[src/rtl/block_memory.sv]
// block_memory: fixed-latency, block-granular main memory behind the data cache.
// It serves whole-block refills on a read miss and write-through stores with
// per-word enables. Each accepted access completes after LATENCY cycles with a
// one-cycle ready pulse. Busy covers the whole access, including the ready cycle.
module block_memory #(
   parameter int ROWS       = 64,
   parameter int BLOCK_SIZE = 4,
   parameter int LATENCY    = 20
) (
   input  logic                      Clk,
   input  logic                      Rst,
   input  logic [31:0]               Address,
   input  logic                      ReadMiss,
   input  logic                      MemWriteThrough,
   input  logic [BLOCK_SIZE-1:0]     WordEnable,
   input  logic [32*BLOCK_SIZE-1:0]  Write_data,
   output logic [32*BLOCK_SIZE-1:0]  Read_data,
   output logic                      ReadReady,
   output logic                      WriteReady,
   output logic                      Busy
);

   localparam int AW = $clog2(ROWS);
   localparam int CW = $clog2(LATENCY + 1);

   typedef enum logic [1:0] {
      IDLE,
      WAIT,
      DONE
   } state_t;

   state_t                    state;
   state_t                    next_state;
   logic [CW-1:0]             count;
   logic [AW-1:0]             base;
   logic [AW-1:0]             cap_base;
   logic                      cap_write;
   logic [BLOCK_SIZE-1:0]     cap_we;
   logic [32*BLOCK_SIZE-1:0]  cap_data;
   logic                      fire;
   logic                      unused_addr_bits;

   // Backing store. It is not cleared by Rst, so its contents survive a reset.
   logic [31:0] mem [ROWS] = '{default: 32'd0};

   // The word index is taken modulo ROWS, so out-of-range addresses wrap.
   // The low word bits are masked to reach the block base.
   assign base             = Address[AW+1:2] & ~AW'(BLOCK_SIZE - 1);
   assign unused_addr_bits = ^{Address[31:AW+2], Address[1:0]};

   // The access happens on the edge where WAIT sees the counter at zero.
   assign fire = (state == WAIT) && (count == '0);

   // Ready pulses come from DONE, which lasts exactly one cycle.
   // Busy covers every non-idle cycle.
   assign ReadReady  = (state == DONE) && !cap_write;
   assign WriteReady = (state == DONE) && cap_write;
   assign Busy       = (state != IDLE);

   // State register. Reset aborts any access in flight.
   always_ff @(posedge Clk) begin
      if (Rst) begin
         state <= IDLE;
      end else begin
         state <= next_state;
      end
   end

   // Next state. Requests are only looked at in IDLE.
   always_comb begin
      next_state = state;
      case (state)
         IDLE: if (ReadMiss || MemWriteThrough) next_state = WAIT;
         WAIT: if (count == '0) next_state = DONE;
         DONE: next_state = IDLE;
         default: next_state = IDLE;
      endcase
   end

   // Capture the request, count down the latency, and load the read block.
   // When both requests arrive together the write wins. The read stays on its
   // line and is picked up on the next return to IDLE.
   always_ff @(posedge Clk) begin
      if (Rst) begin
         count     <= '0;
         cap_base  <= '0;
         cap_write <= 1'b0;
         cap_we    <= '0;
         cap_data  <= '0;
         Read_data <= '0;
      end else begin
         case (state)
            IDLE: begin
               if (ReadMiss || MemWriteThrough) begin
                  cap_write <= MemWriteThrough;
                  cap_base  <= base;
                  count     <= CW'(LATENCY - 1);
                  if (MemWriteThrough) begin
                     cap_we   <= WordEnable;
                     cap_data <= Write_data;
                  end
               end
            end
            WAIT: begin
               if (count != '0) begin
                  count <= count - CW'(1);
               end else if (!cap_write) begin
                  for (int i = 0; i < BLOCK_SIZE; i++) begin
                     Read_data[32*i +: 32] <= mem[cap_base | AW'(i)];
                  end
               end
            end
            default: ;
         endcase
      end
   end

   // Commit the enabled words of a captured write. A reset on the same edge
   // cancels the commit.
   always_ff @(posedge Clk) begin
      if (!Rst && fire && cap_write) begin
         for (int i = 0; i < BLOCK_SIZE; i++) begin
            if (cap_we[i]) begin
               mem[cap_base | AW'(i)] <= cap_data[32*i +: 32];
            end
         end
      end
   end

endmodule

[config.mk]
export PLATFORM = sky130hd
export DESIGN_NAME = block_memory
export DESIGN_NICKNAME = d
export VERILOG_FILES = /design/src/rtl/block_memory.sv
export SDC_FILE = /design/constraint.sdc
export NUM_CORES = 2
export LEC_CHECK = 0
export ABC_AREA = 1
export BUFFER_PORTS_ARGS = -buffer_cell sky130_fd_sc_hd__buf_2
export CAP_MARGIN = 20
export CORE_ASPECT_RATIO = 2
export CORE_UTILIZATION = 53
export DETAILED_ROUTE_END_ITERATION = 16
export PLACE_DENSITY = 0.78
export SETUP_SLACK_MARGIN = 0.05
export SYNTH_ARGS = -nofsm -noshare
export SYNTH_HDL_FRONTEND = slang
export SYNTH_SLANG_ARGS = --single-unit
[constraint.sdc]
create_clock -name Clk -period 4.98 [get_ports Clk]
set_clock_uncertainty 0.2 [all_clocks]
set_input_delay 0 -clock Clk [delete_from_list [all_inputs] [get_ports Clk]]
set_output_delay 0 -clock Clk [all_outputs]
set_load 0.01 [all_outputs]
# [After elaboration in Yosys (flattened, before gate mapping)]
# Memory sizes are Yosys's and may differ from the RTL's. A register that Yosys moved wholly into a read port is not among the register bits.
# Cells that the tools add are included.
[word_totals] memories=1 output_inout_bits=131 ff_bits=144 mem_bits_rw=2048 in_bits=168
[memory_table] name="mem" depth=64 width=32 read_ports=4 rd_clocked_by_memory_dff=4 write_ports=4 line_no="44" source="logic [31:0] mem [ROWS] = '{default: 32'd0};"
[op_classes] n_eq_ne=5 add_sub_neg=1 mux=18 bitwise_logic=2 reduce_logical=18
[op_table] cell="$mux 1" n=12
[op_table] cell="$mux 5" n=2
[op_table] cell="$pmux 5 s2" n=1
[op_table] cell="$reduce_and 3->1" n=3
[op_table] cell="$logic_and 1x1->1" n=5
[op_table] cell="$logic_not 5->1" n=1
[op_table] cell="$reduce_bool 5->1" n=1
[op_table] cell="$sub 5x1->5 const B" n=1
[op_table] cell="$mux 2" n=2
[op_table] cell="$ne 2x1->1 const B" n=2
[op_table] cell="$pmux 2 s2" n=1
[op_table] cell="$reduce_and 2->1" n=2
[op_table] cell="$reduce_bool 2->1" n=2
[op_table] cell="$eq 2x1->1 const B" n=1
[op_table] cell="$eq 2x2->1 const B" n=1
[op_table] cell="$logic_not 1->1" n=2
[op_table] cell="$logic_not 2->1" n=1
[op_table] cell="$ne 2x2->1 const B" n=1
[op_table] cell="$not 1->1" n=2
[op_table] cell="$logic_or 1x1->1" n=1

# [Logic depth before layout (Yosys ltp)]
[logic_depth] word_depth=6 ltp_mapped=13 ltp_nobuf=9

# [Worst setup path before layout]
# OpenSTA, ideal clock, no wires.
[synth_timing] path_kind="register to register" start="register count[0]" end="memory mem[40][0], in the netlist mem[10][0], enable pin" path_slack_ns=1.678 t_arrival_ns=2.681 path_stages_with_launch=8 setup_time_ns=0.421 synth_period_minus_slack_ns=3.302 cell_sequence="dfxtp_1 > inv_1 > ha_1 > nand3_2 > nor3_4 > nand3_1 > buf_2 > nor2_1"
[synth_rtl] item="start, declared" line_no="34" source="logic [CW-1:0] count;"
[synth_rtl] item="start signal, assigned" line_no="97" source="count <= CW'(LATENCY - 1);"
[synth_rtl] item="start signal, assigned" line_no="106" source="count <= count - CW'(1);"
[synth_rtl] item="end, declared" line_no="44"

==> results.md <==
- CTS tree: yes
- Total CTS buffers: 200
- Design Power: 0.0428 W
- Worst min path class: primary input to register
- Htree depth: 4
- Clk slew on worst S/H paths: 0.07 ns
- Crit path kind: register to register
- Drt pass-1 iters: 6
- Share of layout cells above drive strength 1: 0.0846
- Sw power: 0.0109 W
- Crit Path Max Fanout: 17
- Final period util: 0.750
- P_int: 0.0319 W
- Status: completed
- Area Overhead vs Synth: 14.4%
- Average cell area after synthesis: 10.5 um2
- Synthesized area: 92800 um2
- Clock root buffer: clkbuf_16
- Area of the core: 174000 um2
- Final ANT Viol Nets: 0
- Commonest non-fill, non-tap cell in the layout: nand2_1
- Min Tclk post-route: 3.74 ns
- Fraction of registers with async set/reset: 0
- Post-Route WL: 255000 um
- Seq pwr share: 0.522
- Endpoint type of the worst setup path: register
- Top cell type's share of synthesized area: 0.663
- Worst EP arrival: 4.02 ns
- Total Die Area: 177000 um2
- Vias: 65900
- Clock Latency Late Sink: 0.85 ns
- Worst Slack Setup Final: 1.24 ns
- Leakage power: 42.5 nW
- Worst Reg-to-Reg Cells: 7
- Commonest non-fill, non-tap cells in the layout: nand2_1 (4890), edfxtp_1 (2048), nor2_1 (525)
- Iter 0 DRT Violations: 7355
- Ys flop type: edfxtp_1
- IO buf count: 270
- Die X: 298 um
- Die height: 594 um
- Endpoints failing setup: 0
- Post-Syn Instances: 8845
- Comb pwr share: 0.109
- Highest Clock Rate: 268 MHz
- Sequential fraction of the synthesis area: 0.722
- Pwr dens: 403 nW/um2
- Maximum vdd drop: 0.332 mV
- Yosys warns: 0
- Fin. Hold Viols: 0
- I/O pin count: 299
- Max Cap Viol: 0
- Hold Slack: 0.0734 ns
- Largest area contributor in the netlist: edfxtp_1
- Initial antenna violation count: 10
- Critical Path RT: 5.26 ns
- Count of cell types in the netlist: 22
- Slew Limit Fails: 0
- Remaining Overflow, GRT: 0
- Area contributors post-synth: edfxtp_1 (66%), nand2_1 (20%), dfxtp_1 (5.9%)
- Place WS: 1.32 ns
- First-pass GRT wire length: 380000 um
- Switch share: 0.254
- DRC: 0
- Clk network pwr share: 0.369
- Drt wl/cell: 21.7 um
- All-Layer GR Usage: 0.284
- Total negative slack: 0 ns
- Routability cong.: 0.812
- Slew of the pin with the lowest slew margin: 1.14 ns
- Slew Limit Headroom: 0.243
- Number of global-route vias before repair: 65100
- Nets: 9461
- Max Root-Sink Buffers: 4
- EDFF count, synth: 2048
- CTS Sinks: 2320
- Synthesis-stage register bit count: 2320
- Pin count of the biggest net entering global routing: 211
- Initial core utilization: 0.535
- Syn_nets: 9014
- Fill count: 13000
- Detailed Place HPWL: 136000 um
- Crit path launch type: register
- # rows: 216
- Drt via density: 5.61
- RSZ-0062 raised after global routing: no
- Post-CTS Resized: 0
- Post-CTS setup buffers: 0
- Hold Path Depth: 4
## path summary, 6_finish.rpt
| check | start | end | slack (ns) |
|---|---|---|---|
| max | count[0]$_SDFFE_PP0P_ | mem[13][24]$_DFFE_PP_ | 1.24 |
| min | Write_data[47] | cap_data[47]$_SDFFE_PP0P_ | 0.07 |
| max reg2reg | count[0]$_SDFFE_PP0P_ | mem[13][24]$_DFFE_PP_ | 1.24 |
| min reg2reg | count[4]$_SDFFE_PP0P_ | count[4]$_SDFFE_PP0P_ | 0.29 |
## stage by stage
stage	util	area [um2]	cells
after floorplan	-	92800	8845
after global placement	0.556	96400	11100
after detailed placement	0.556	96400	11100
after CTS	0.612	106000	11700
after global routing	0.612	106000	11700
final	0.612	106000	11700
## synth_stat cells, types with 2 or more instances
| cell type | number |
|---|---|
| inv_2 | 3 |
| nor2_1 | 591 |
| buf_4 | 58 |
| inv_1 | 14 |
| o21ai_0 | 267 |
| nor3_4 | 2 |
| nor2_2 | 2 |
| dfxtp_1 | 272 |
| nor3_1 | 2 |
| buf_2 | 271 |
| nand2_1 | 4891 |
| buf_1 | 15 |
| a21oi_1 | 10 |
| nand3_1 | 264 |
| edfxtp_1 | 2048 |
| buf_6 | 6 |
| clkbuf_1 | 124 |
## kinds of logic after synthesis
kind of cell,synth area share
fa+ha+maj,0.000135
buf+inv,0.0265
simple gates,0.237
flops,0.722
compound gates,0.0149
## layer usage
metal | vias up | part of all wire | wire, um | track usage
li1 | 29800 | - | - | -
met5 | - | 0.00028 | 71 | 0
met3 | 947 | 0.095 | 24100 | 0.0452
met1 | 31400 | 0.35 | 88300 | 0.336
met2 | 3747 | 0.50 | 126000 | 0.490
met4 | 12 | 0.062 | 15900 | 0.160
## flip-flops by register name, indices dropped and copies added, names as in the netlist
register,count
mem,2048
cap_data,128
count,5
cap_we,4
Read_data,128
cap_base,4
cap_write,1
state,2
## worst max-delay path, cell delays in order, from the launching register on
cell and delay (ns):
dfxtp_1 0.33, inv_1 0.10, ha_1 0.26, nand3_2 0.18, nor3_4 0.28, nand3_2 0.69, nor2_4 0.96, buf_4 0.35
## layout make-up
type                    instances  area, um2  share of cell area
repair buffers                719       5660              0.0533
clock inverters                97       1050             0.00993
well taps                    2289       2860              0.0270
clock buffers                 267       5580              0.0526
multi-input cells            6032      23900               0.225
diodes                          5       12.5            0.000118
inverters                      19        123             0.00116
flip-flops and latches       2320      67000               0.631
## power groups by stage
stage / Combinational, W / Clock [W] / Sequential (W)
3_5_place_dp: 0.00430 / 0 / 0.0228
6_report: 0.00464 / 0.0158 / 0.0224
2_1_floorplan: 0.00300 / 0 / 0.0225
4_1_cts: 0.00455 / 0.0159 / 0.0224
3_3_place_gp: 0.00417 / 0 / 0.0227
5_1_grt: 0.00509 / 0.0166 / 0.0224
## repair_timing
action | CTS | global route
endpoints found under the hold margin | 223 | 0
setup endpoints to repair | 0 | 0
hold buffers | 310 | 0
(Power assumes the default switching activity.)
